**src/rtl/event_token_pkg.sv**
```systemverilog
// Shared types, default widths and the saturating step helper for the event token source.
package event_token_pkg;

    localparam int DEF_CNT_WIDTH  = 8;
    localparam int DEF_GAP_WIDTH  = 4;
    localparam int DEF_DROP_WIDTH = 8;

    typedef enum logic [1:0] {
        IDLE    = 2'd0,
        ARMED   = 2'd1,
        HOLDOFF = 2'd2
    } state_e;

    localparam logic [1:0] ST_IDLE    = IDLE;
    localparam logic [1:0] ST_ARMED   = ARMED;
    localparam logic [1:0] ST_HOLDOFF = HOLDOFF;

    // One step of an up/down counter that sticks at 0 and at all-ones (width <= 32).
    function automatic logic [31:0] sat_step(input logic [31:0] value,
                                             input logic        inc,
                                             input logic        dec,
                                             input int unsigned width);
        logic [31:0] max_val;
        max_val = (width >= 32) ? 32'hFFFF_FFFF : ((32'd1 << width) - 32'd1);
        if (inc && !dec)
            return (value >= max_val) ? max_val : value + 32'd1;
        if (dec && !inc)
            return (value == 32'd0) ? 32'd0 : value - 32'd1;
        return value;
    endfunction

endpackage

```
**src/rtl/event_token_source_sat_counter.sv**
```systemverilog
// Saturating up/down counter with synchronous clear; flags an increment lost at all-ones.
module sat_counter
    import event_token_pkg::*;
#(
    parameter int WIDTH = 8
) (
    input  logic             CLK,
    input  logic             RST_N,
    input  logic             clr,
    input  logic             inc,
    input  logic             dec,
    output logic [WIDTH-1:0] count,
    output logic [WIDTH-1:0] count_next,
    output logic             ovf,
    output logic             unf
);

    always_comb begin
        count_next = clr ? '0 : WIDTH'(sat_step(32'(count), inc, dec, WIDTH));
        ovf        = !clr && inc && !dec && (&count);
        unf        = !clr && dec && !inc && (count == '0);
    end

    // NOTE: registers are updated with <= so every always_ff sees the pre-edge values of its neighbours.
    always_ff @(posedge CLK) begin
        if (!RST_N)
            count <= '0;
        else
            count <= count_next;
    end

endmodule

```
**src/rtl/event_token_source.sv**
```systemverilog
// Turns event pulses into a backlog of tokens and drains them one per handshake with a minimum gap.
module event_token_source
    import event_token_pkg::*;
#(
    parameter int CNT_WIDTH  = DEF_CNT_WIDTH,
    parameter int GAP_WIDTH  = DEF_GAP_WIDTH,
    parameter int DROP_WIDTH = DEF_DROP_WIDTH
) (
    input  logic                  CLK,
    input  logic                  RST_N,
    input  logic                  EVT,
    input  logic [GAP_WIDTH-1:0]  GAP,
    input  logic                  CLR,
    input  logic                  FULL_N,
    output logic                  ENQ,
    output logic [CNT_WIDTH-1:0]  PENDING,
    output logic                  OVF,
    output logic [DROP_WIDTH-1:0] DROPS
);

    localparam logic [GAP_WIDTH-1:0] GAP_ONE = GAP_WIDTH'(1);

    logic [1:0]            state_q;
    logic [1:0]            state_d;
    logic [GAP_WIDTH-1:0]  gap_q;
    logic [GAP_WIDTH-1:0]  gap_d;
    logic                  ovf_q;
    logic [CNT_WIDTH-1:0]  pend_next;
    logic                  pend_ovf;
    logic                  pend_unf;
    logic [DROP_WIDTH-1:0] drops_next_unused;
    logic                  drops_ovf_unused;
    logic                  drops_unf_unused;

    // ENQ depends only on registered state and FULL_N; EVT never reaches it.
    assign ENQ = RST_N && !CLR && FULL_N && (state_q == ST_ARMED);

    sat_counter #(.WIDTH(CNT_WIDTH)) u_pending (
        .CLK        (CLK),
        .RST_N      (RST_N),
        .clr        (CLR),
        .inc        (EVT),
        .dec        (ENQ),
        .count      (PENDING),
        .count_next (pend_next),
        .ovf        (pend_ovf),
        .unf        (pend_unf)
    );

    sat_counter #(.WIDTH(DROP_WIDTH)) u_drops (
        .CLK        (CLK),
        .RST_N      (RST_N),
        .clr        (CLR),
        .inc        (pend_ovf),
        .dec        (1'b0),
        .count      (DROPS),
        .count_next (drops_next_unused),
        .ovf        (drops_ovf_unused),
        .unf        (drops_unf_unused)
    );

    always_comb begin
        // NOTE: defaults first so every path assigns both outputs and no latch is inferred.
        state_d = state_q;
        gap_d   = gap_q;
        case (state_q)
            ST_IDLE: begin
                if (pend_next != '0)
                    state_d = ST_ARMED;
            end
            ST_ARMED: begin
                if (ENQ) begin
                    if (GAP != '0) begin
                        state_d = ST_HOLDOFF;
                        gap_d   = GAP;
                    end else if (pend_next == '0) begin
                        state_d = ST_IDLE;
                    end
                end
            end
            ST_HOLDOFF: begin
                gap_d = gap_q - GAP_ONE;
                if (gap_q == GAP_ONE)
                    state_d = (pend_next != '0) ? ST_ARMED : ST_IDLE;
            end
            default: begin
                state_d = ST_IDLE;
                gap_d   = '0;
            end
        endcase
    end

    // NOTE: reset is synchronous; RST_N is only looked at on the clock edge, sharing the CLR path.
    always_ff @(posedge CLK) begin
        if (!RST_N || CLR) begin
            state_q <= ST_IDLE;
            gap_q   <= '0;
            ovf_q   <= 1'b0;
        end else begin
            state_q <= state_d;
            gap_q   <= gap_d;
            if (pend_ovf)
                ovf_q <= 1'b1;
        end
    end

    assign OVF = ovf_q;

    always_ff @(posedge CLK) begin
        if (RST_N) begin
            assert (!(ENQ && !FULL_N))
                else $warning("event_token_source: enqueue while downstream full");
            assert (!pend_unf)
                else $warning("event_token_source: pending count underflow");
        end
    end

endmodule

```
**config.mk**
```make
export PLATFORM = sky130hd
export DESIGN_NAME = event_token_source
export DESIGN_NICKNAME = d
export VERILOG_FILES = /design/src/rtl/event_token_pkg.sv /design/src/rtl/event_token_source_sat_counter.sv /design/src/rtl/event_token_source.sv
export SDC_FILE = /design/constraint.sdc
export NUM_CORES = 1
export LEC_CHECK = 0
export CAP_MARGIN = 20
export CELL_PAD_IN_SITES_DETAIL_PLACEMENT = 1
export CELL_PAD_IN_SITES_GLOBAL_PLACEMENT = 1
export CORE_MARGIN = 2
export CORE_UTILIZATION = 30
export CTS_BUF_LIST = sky130_fd_sc_hd__clkbuf_4
export DETAILED_ROUTE_END_ITERATION = 7
export DONT_BUFFER_PORTS = 1
export PLACE_DENSITY_LB_ADDON = 0.1
export SETUP_SLACK_MARGIN = 0.05
export SLEW_MARGIN = 30
export SYNTH_ARGS = -nofsm -noshare
export SYNTH_HDL_FRONTEND = slang
export SYNTH_SLANG_ARGS = --single-unit
export TNS_END_PERCENT = 30
```
**constraint.sdc**
```tcl
create_clock -name CLK -period 2.3 [get_ports CLK]
set_input_delay 0.23 -clock CLK [delete_from_list [all_inputs] [get_ports CLK]]
set_output_delay 0.23 -clock CLK [all_outputs]
set_load 0.02 [all_outputs]
```
==> run metrics, run 1 <==
GR Util met2 32.00%; Max-slew headroom approximately 62%; main combinational cell family by area after synthesis simple AND/OR/NAND/NOR gates; Nets approximately 290; Post-Syn Nets about 240; Clock Latency Late Sink 0.32 ns; largest delay contributor family on the critical path compound AO/OA/AOI/OAI gates; area leader, netlist dfxtp_1; RSZ-0062 raised after global routing true; Setup TNS -0.3156 ns; crit path DAT 2.68 ns; delay of the slowest critical-path stage 0.38 ns; CP startpoint kind register; Power Total slightly below 900 µW; CTS Buf Count 3; initial antenna violation count 0; CP max stage cell nor4_4; max_cap viols 0; Post-synth EDFFs 0; synthesized area per cell 7.919 µm²; Cell Pwr Density 378.1 nW/µm²; count of cell types in the netlist 53; crit-path cells inv_2, ha_4, nand4b_1, buf_6, buf_6, o211ai_1, o21ai_1, a31oi_2, nor4_4, a31oi_1, a31oi_1, a21oi_1; grt peak-use layer met2; hpwl dp ~4.5 mm; yosys warns 0; share of layout cells above drive strength 1 a little under a third; fin util 41.68%; critical path capture point type register; Synth area leaders dfxtp_1, ha_1, a21oi_1, nand3_1, nand2_1; failing checks negative setup slack; post-synthesis mux area share roughly 1.1%; cell count after synthesis ~220; H-tree depth 1; Worst Path Required ~2.5 ns; largest net degree at the start of global routing 15; Worst-path clk slew 0.14 ns; first-pass GRT wire length 9.611 mm; Async SR Flop Fraction 0%; f_max ~400 MHz; IO Count 27; register bit total from synthesis 23; Die ar. roughly 6500 µm²; Crit Path Class reg2reg; Inserted Diodes 0; most frequent cells after synthesis dfxtp_1, nand2_1, nor2_1; Slew @ Worst Pin about 0.58 ns; TritonCTS clock tree yes; Synth Area in XOR/XNOR under 10%; global placement routability congestion roughly 0.86; fin crit share 108.2%; most frequent cell after synthesis dfxtp_1; root buf cell clkbuf_4; WL final about 6.1 mm; Final Hold Viols 0; Post-DRT Antenna Nets 0; clk sinks 23; met1 Usage GRT approximately a quarter; Critical path buffers and inverters 3; Avg WL per Cell ~18 µm; Area growth syn-to-layout 32.17%; post-synthesis compound-gate area fraction a little under a quarter; die height slightly above 80 µm; die extent in x around 81 µm; Main synth FF type dfxtp_1; Worst IR Drop VDD around 200 µV; outcome finished with violations; CP max FO 6; post-route minimum period 2.488 ns; maximum clock path buffer count 2; drt first pass iters 6; global-route usage over all layers roughly a fifth; met3 track demand over resource under 10%; Pins Over Slew Limit 0; aggregate global routing overflow 0; site row count 27; Post-Synth Adder-Cell Area a little over 7%; Setup Skew approximately 0.011 ns; Post-route DRC 0; vias in the first global route a little under 2,000; port bufs 0; worst setup margin -0.1880 ns; r2r setup slk -0.19 ns; hold_ws between 0.03 and 0.04 ns; post-synthesis simple-gate area fraction 32.31%; vias per inst 5.635; Mapped Area between 1500 and 2000 µm²; Pleak around 0.00091 µW; core area roughly 5600 µm²; HP Class in2reg; Vias around 1,900; initial DRC count 90; sequential area share after synthesis between 20% and 30%; Initial Util between 30% and 40%; Final setup viols 2; post-synth top area share 26.19%
-- cell families after synthesis --
logic type | count (synthesis)
DFF | 23
muxes | 2
AOI/OAI and AO/OA | 59
and+or+nand+nor | 97
adders and majority gates | 10
xor gates and xnor gates | 6
buffers and inverters | 25
-- cell type report --
type,instances,area [µm²]
inverters,14,52.55
repair inverters,1,7.507
clock inverters,1,5.005
clock buffers,3,22.52
fillers,689,3251
multi-input cells,174,1290
flip-flops and latches,23,469.2
well taps,72,90.09
repair buffers,49,386.6
-- final timing paths --
| path | cells after the start | start | end |
|---|---|---|---|
| worst max register to register | 12 | state_q[1]$_SDFFE_PP0P_ | state_q[0]$_SDFFE_PP0P_ |
| worst max-delay path | 12 | state_q[1]$_SDFFE_PP0P_ | state_q[0]$_SDFFE_PP0P_ |
| worst min register to register | 2 | gap_q[3]$_SDFFE_PP0P_ | gap_q[3]$_SDFFE_PP0P_ |
| worst min-delay path | 1 | RST_N | u_pending.count[6]$_SDFF_PN0_ |
-- flip-flops by register name (all words and copies together) (netlist names) --
name,flops
gap_q,4
u_pending.count,8
u_drops.count,8
state_q,2
OVF,1
-- what timing repair did --
item                                   CTS  global route
gates cloned                             0             1
setup endpoints to repair                2             5
hold buffers                             2             1
resized for setup                       14            12
endpoints found under the hold margin    2             1
pin swaps                                9             9
setup buffers                            6             3
-- layout by cell type (no fill, tap or decap), drive strengths merged, types with 2 or more instances in the layout --
| cell type | count |
|---|---|
| buf | 46 |
| dfxtp | 23 |
| nand2 | 18 |
| nor2 | 17 |
| a21oi | 14 |
| inv | 14 |
| nand3 | 13 |
| o21ai | 13 |
| ha | 10 |
| nor3 | 9 |
| nand4 | 8 |
| and2 | 8 |
| a31oi | 7 |
| nor4 | 7 |
| a311oi | 4 |
| and3 | 3 |
| and4 | 3 |
| xor2 | 3 |
| xnor2 | 3 |
| clkbuf | 3 |
| dlygate4sd3 | 3 |
| a2111oi | 3 |
| nand2b | 2 |
| nor2b | 2 |
| mux2i | 2 |
| a211oi | 2 |
| o32ai | 2 |
| a21o | 2 |
| a311o | 2 |
| nor3b | 2 |
| a221oi | 2 |
-- report_power, final --
group | switching, µW | internal, µW
registers | 13.4 | 407
logic | 152 | 112
clock network | 129 | 65.1
total | 295 | 584
-- metal layers --
layer,up-vias,part of all wire (%)
met4,0,1.6
li1,914,-
met3,11,4.0
met2,49,48
met5,-,0
met1,925,47
-- metrics by stage --
stage | setup WS (ns) | std cells | area (µm²)
6_report | -0.1880 | 337 | 2323
5_1_grt | -0.2762 | 337 | 2323
4_1_cts | -0.08678 | 332 | 2227
3_5_place_dp | -0.1425 | 320 | 2078
3_3_place_gp | -0.06090 | 320 | 2078
2_1_floorplan | 0.05373 | 222 | 1783
Note: power is estimated with default switching activity, not from simulation.
==> run 2: changes to the inputs <==
CORE_MARGIN = 4   (was 2)
==> run metrics, run 2 (synthesized netlist as in run 1, its figures left out) <==
hold_ws 0.02669 ns (-0.003320 ns); first-pass GRT wire length 10.43 mm (+8.5%); Critical path buffers and inverters 4 (+1); RSZ-0062 raised after global routing true; site row count 27 (unchanged); WL final 6.386 mm (+4.9%); Slew @ Worst Pin 0.5838 ns (+0.007268 ns); HP Class in2reg; fillers 695 (+0.87%); hpwl dp 4.690 mm (+5.1%); Avg WL per Cell 18.56 µm (+2.8%); global placement routability congestion 0.9576 (+12%); worst r2r src state_q[1]$_SDFFE_PP0P_; worst setup path startpoint state_q[1]$_SDFFE_PP0P_; delay of the slowest critical-path stage 0.36 ns (-0.02 ns); worst setup margin -0.1452 ns (+0.04281 ns); core area 5608 µm² (+0.61%); fin util 43.26% (+1.6 points); most frequent cells in the layout buf_4, nand2_1, dfxtp_1, nor2_1, a21oi_1; CP max FO 5 (-1); failing checks negative setup slack; highest routed layer met4; CP max stage cell dfxtp_2; FF-to-FF path depth 13 (+1); max_cap viols 0 (unchanged); initial antenna violation count 0 (unchanged); Final Hold Viols 0 (unchanged); met1 wire length 2.825 mm (-0.98%); die extent in x 84.55 µm (+5.0%); met2 routed WL 3.050 mm (+5.4%); TritonCTS clock tree yes; post-route minimum period 2.445 ns (-0.04281 ns); largest net degree at the start of global routing 15 (unchanged); Max-slew headroom 60.72% (-0.84 points); aggregate global routing overflow 0 (unchanged); Power Total 909.5 µW (+3.5%); IO Count 27 (unchanged); port bufs 0 (unchanged); die height 84.55 µm (+5.0%); Worst Path Required 2.50 ns (about the same); outcome finished with violations; Clock Latency Late Sink 0.32 ns (about the same); Inserted Diodes 0 (unchanged); hold depth 1 (unchanged); vias per inst 5.648 (+0.23%); Worst IR Drop VDD 189.4 µV (-4.0%); global-route usage over all layers 17.91% (-0.88 points); share of layout cells above drive strength 1 34.56% (+3.6 points); drt first pass iters 4 (-2); maximum clock path buffer count 2 (unchanged); Area growth syn-to-layout 38.01%; H-tree depth 1 (unchanged); clk sinks 23 (unchanged); Pins Over Slew Limit 0 (unchanged); Initial Util 31.35% (-0.19 points); Final setup viols 2 (unchanged); WL met3 464 µm (+89%); Cell Pwr Density 374.9 nW/µm² (-0.85%); Die ar. 7149 µm² (+10%); crit path DAT 2.65 ns (-0.03 ns); f_max 409.0 MHz (+1.8%); Post-route DRC 0 (unchanged); Area after DPL 2108 µm² (+1.4%); critical path capture point type register; CP startpoint kind register; initial DRC count 135 (+50%); Vias 1,943 (+2.3%); CTS Buf Count 3 (unchanged); Final Instance Area 2426 µm² (+4.4%); Setup Skew 0.01311 ns (+0.002415 ns); crit-path cells inv_2, ha_4, nand4b_1, buf_4, buf_8, o211ai_1, buf_4, o21ai_4, a31oi_4, nor4_4, a31oi_1, a31oi_1, a21oi_1; Worst-path clk slew 0.13 ns (about the same); biggest regs u_drops.count x8, u_pending.count x8, gap_q x4; vias in the first global route 1,992 (+2.9%); Post-DRT Antenna Nets 0 (unchanged); most common cell after layout, fill and taps aside buf_4; Pleak 0.0009559 µW (+5.5%); root buf cell clkbuf_4; fin crit share 106.3% (-1.9 points); largest delay contributor family on the critical path compound AO/OA/AOI/OAI gates; Critical Path Stages 13 (+1); Nets 292 (+2.5%); Hold Crit Start RST_N; Crit Path Class reg2reg
[run 2: cell types whose count changed in the layout (fill, tap and decap cells not counted), sizes merged]
cell and delta:
buf +9, clkbuf +1, clkinv -1, clkinvlp -1
dlygate4sd3 -1
[run 2: where the power goes]
group	switching (µW)	internal [µW]	total, µW
sequential	11.7	406	418
combinational	160	127	286
clock	126	79.7	205
total	297	613	910
[run 2: through the flow]
step / worst slack, ns / instances / TNS [ns]
6_report: -0.1452 / 344 / -0.2665
5_1_grt: -0.3178 / 344 / -0.6148
4_1_cts: -0.06847 / 338 / -0.1315
3_5_place_dp: -0.1561 / 324 / -0.3062
3_3_place_gp: -0.08365 / 324 / -0.1310
2_1_floorplan: 0.05373 / 222 / 0
[run 2: metal layers]
| metal | vias up | global-route usage (%) |
|---|---|---|
| met2 | 51 | 30.11 |
| met3 | 5 | 5.299 |
| met1 | 959 | 23.54 |
| met4 | 0 | 1.727 |
| met5 | - | 0 |
| li1 | 928 | - |
[run 2: final timing paths]
check                                        to  slack, ns
setup / recovery        state_q[0]$_SDFFE_PP0P_      -0.15
hold / removal    u_pending.count[5]$_SDFF_PN0_       0.03
setup reg to reg        state_q[0]$_SDFFE_PP0P_      -0.15
hold reg to reg           gap_q[3]$_SDFFE_PP0P_       0.50
[run 2: layout make-up]
class,count,area [µm²],area share [%]
clock buffer,4,30.03,1.238
tap,72,90.09,3.713
sequential,23,475.5,19.60
timing repair buffer,57,437.9,18.05
multi-input combinational,174,1340,55.23
inverter,14,52.55,2.166
[run 2: timing repair]
item	in CTS	in global routing
hold endpoints to repair	1	1
resized for setup	27	8
pin swaps	12	6
hold buffers	1	1
setup buffers	9	5
endpoints found under the setup margin	2	5
[run 2: worst register-to-register path, delay by kind of cell, from the launching register on]
kind,cells,cell delay [ns]
AO/OA/AOI/OAI,6,0.84
buffers and inverters,4,0.51
AND/OR/NAND/NOR,2,0.47
flip-flops,1,0.36
adder cells (fa/ha/maj),1,0.15
==> run 3: changes to the inputs <==
PLACE_DENSITY = 0.53   (was unset)
PLACE_DENSITY_LB_ADDON = unset   (was 0.1)
==> run metrics, run 3 (synthesized netlist as in run 1, its figures left out) <==
drt first pass iters 4 (unchanged); Pins Over Slew Limit 0 (unchanged); max_cap viols 0 (unchanged); most common cell after layout, fill and taps aside buf_4; Final setup viols 2 (unchanged); fin util 45.92% (+2.7 points); H-tree depth 1 (unchanged); Clk pwr share 21.2% (-1.4 points); critical path capture point type register; worst setup margin -0.1506 ns (-0.005448 ns); most frequent cells in the layout buf_4, dfxtp_1, nand2_1; die height 84.55 µm (unchanged); Nets 304 (+4.1%); crit-path cells inv_2, ha_4, nand4b_1, inv_2, buf_4, a311oi_1, a211o_1, a221oi_4, nor4_4, and3_1, a31oi_1, a21oi_1; root buf cell clkbuf_4; hpwl dp 4.906 mm (+4.6%); IO Count 27 (unchanged); port bufs 0 (unchanged); Worst Path Required 2.49 ns (about the same); Sw Share 33.71% (+1.1 points); NetSw 318.4 µW (+7.3%); highest routed layer met4; global-route usage over all layers 19.06% (+1.2 points); worst r2r src state_q[1]$_SDFFE_PP0P_; Cell Pwr Density 366.8 nW/µm² (-2.2%); CP startpoint kind register; initial DRC count 56 (-59%); Power Total 944.4 µW (+3.8%); largest net degree at the start of global routing 15 (unchanged); vias in the first global route 2,193 (+10%); biggest regs u_drops.count x8, u_pending.count x8, gap_q x4; WL met3 271 µm (-42%); Die ar. 7149 µm² (unchanged); Clock Latency Late Sink 0.33 ns (about the same); crit path DAT 2.64 ns (about the same); Worst-path clk slew 0.13 ns (about the same); met2 routed WL 3.494 mm (+15%); maximum clock path buffer count 2 (unchanged); f_max 408.1 MHz (-0.22%); first-pass GRT wire length 11.07 mm (+6.2%); hold depth 2 (+1); TritonCTS clock tree yes; CTS Buf Count 3 (unchanged); Setup Skew 0.01385 ns (+0.0007447 ns); delay of the slowest critical-path stage 0.35 ns (about the same); WL final 6.734 mm (+5.4%); hold_ws 0.06123 ns (+0.03454 ns); site row count 27 (unchanged); Worst IR Drop VDD 199.2 µV (+5.2%); Hold Crit Start RST_N; Setup TNS -0.2467 ns (+0.01981 ns); Area growth syn-to-layout 46.48%; Final Hold Viols 0 (unchanged); Pleak 0.001028 µW (+7.5%); global placement routability congestion 0.8430 (-12%); Crit Path Class reg2reg; core area 5608 µm² (unchanged); Internal Power 626.1 µW (+2.2%); Inserted Diodes 0 (unchanged); initial antenna violation count 0 (unchanged); Max-slew headroom 62.23% (+1.5 points); die extent in x 84.55 µm (unchanged); sequential group share of total power 44.3% (-1.6 points); Vias 1,987 (+2.3%); FF-to-FF path depth 12 (-1); failing checks negative setup slack; aggregate global routing overflow 0 (unchanged); pre-CTS setup slack -0.3122 ns (-0.1561 ns); Hold Path End u_pending.count[3]$_SDFF_PN0_; Comb pwr share 34.5% (+3.0 points); clk sinks 23 (unchanged); vias per inst 5.581 (-1.2%); Avg WL per Cell 18.92 µm (+1.9%); Post-DRT Antenna Nets 0 (unchanged); CP max stage cell dfxtp_2; CP dominant cell by count inv_2; Post-route DRC 0 (unchanged); met1 wire length 2.721 mm (-3.7%); CP max FO 4 (-1); post-route minimum period 2.451 ns (+0.005448 ns); Slew @ Worst Pin 0.5666 ns (-0.01726 ns); fin crit share 106.5% (+0.24 points); Worst R2R End state_q[0]$_SDFFE_PP0P_; r2r setup slk -0.15 ns (about the same); share of layout cells above drive strength 1 39.44% (+4.9 points); Initial Util 31.35% (unchanged); outcome finished with violations; HP Class in2reg; RSZ-0062 raised after global routing true
## run 3: cell count changes in the layout (fill, tap and decap cells not counted), sizes merged
| cell | previous run | this run |
|---|---|---|
| buf | 55 | 66 |
| clkbuf | 4 | 3 |
| clkinvlp | 0 | 1 |
| dlygate4sd3 | 2 | 3 |
## run 3: per-stage QoR
| stage | area, µm² | instances |
|---|---|---|
| floorplan | 1783 | 222 |
| global placement | 2158 | 329 |
| detailed placement | 2158 | 329 |
| CTS | 2500 | 352 |
| global route | 2575 | 356 |
| finish | 2575 | 356 |
## run 3: what timing repair did
item,in CTS,in global routing
hold endpoints to repair,2,4
hold buffers,2,1
setup endpoints to repair,3,5
buffers inserted,17,3
pin swaps,17,8
gates resized for setup,36,10
## run 3: how the worst max path moves through the flow
stage / start / end / slack, ns
floorplan: state_q[1]$_SDFFE_PP0P_ / state_q[0]$_SDFFE_PP0P_ / 0.05
global placement: state_q[1]$_SDFFE_PP0P_ / state_q[0]$_SDFFE_PP0P_ / -0.19
detailed placement: state_q[1]$_SDFFE_PP0P_ / state_q[0]$_SDFFE_PP0P_ / -0.31
CTS: u_pending.count[5]$_SDFF_PN0_ / state_q[0]$_SDFFE_PP0P_ / -0.07
global route: state_q[1]$_SDFFE_PP0P_ / state_q[0]$_SDFFE_PP0P_ / -0.24
finish: state_q[1]$_SDFFE_PP0P_ / state_q[0]$_SDFFE_PP0P_ / -0.15
## run 3: worst max-delay path: cells and delay by family, from the launching register on
kind / cells / cell delay (ns)
buffers and inverters: 3 / 0.36
AND/OR/NAND/NOR: 3 / 0.48
adder cells (fa/ha/maj): 1 / 0.14
flip-flops: 1 / 0.35
AO/OA/AOI/OAI: 5 / 0.99
## run 3: routing by layer
layer  up-vias  GRT usage [%]
met3        18          2.650
met4         0          9.065
met1       974          21.75
met5         -              0
li1        948              -
met2        47          34.59
## run 3: cell type report
class | instances | area (µm²)
clock inverter | 1 | 7.507
multi-input combinational | 174 | 1373
timing repair buffer | 69 | 549.3
tap | 72 | 90.09
fill | 713 | 3033
sequential | 23 | 475.5
clock buffer | 3 | 22.52
inverter | 14 | 57.56
## run 3: power by group through the flow
stage / clock network (µW) / registers, µW / logic [µW]
after global placement: 0 / 426 / 243
after CTS: 209 / 418 / 312
after global routing: 232 / 420 / 350
after detailed placement: 0 / 426 / 250
final: 200 / 418 / 326
after floorplan: 0 / 430 / 150
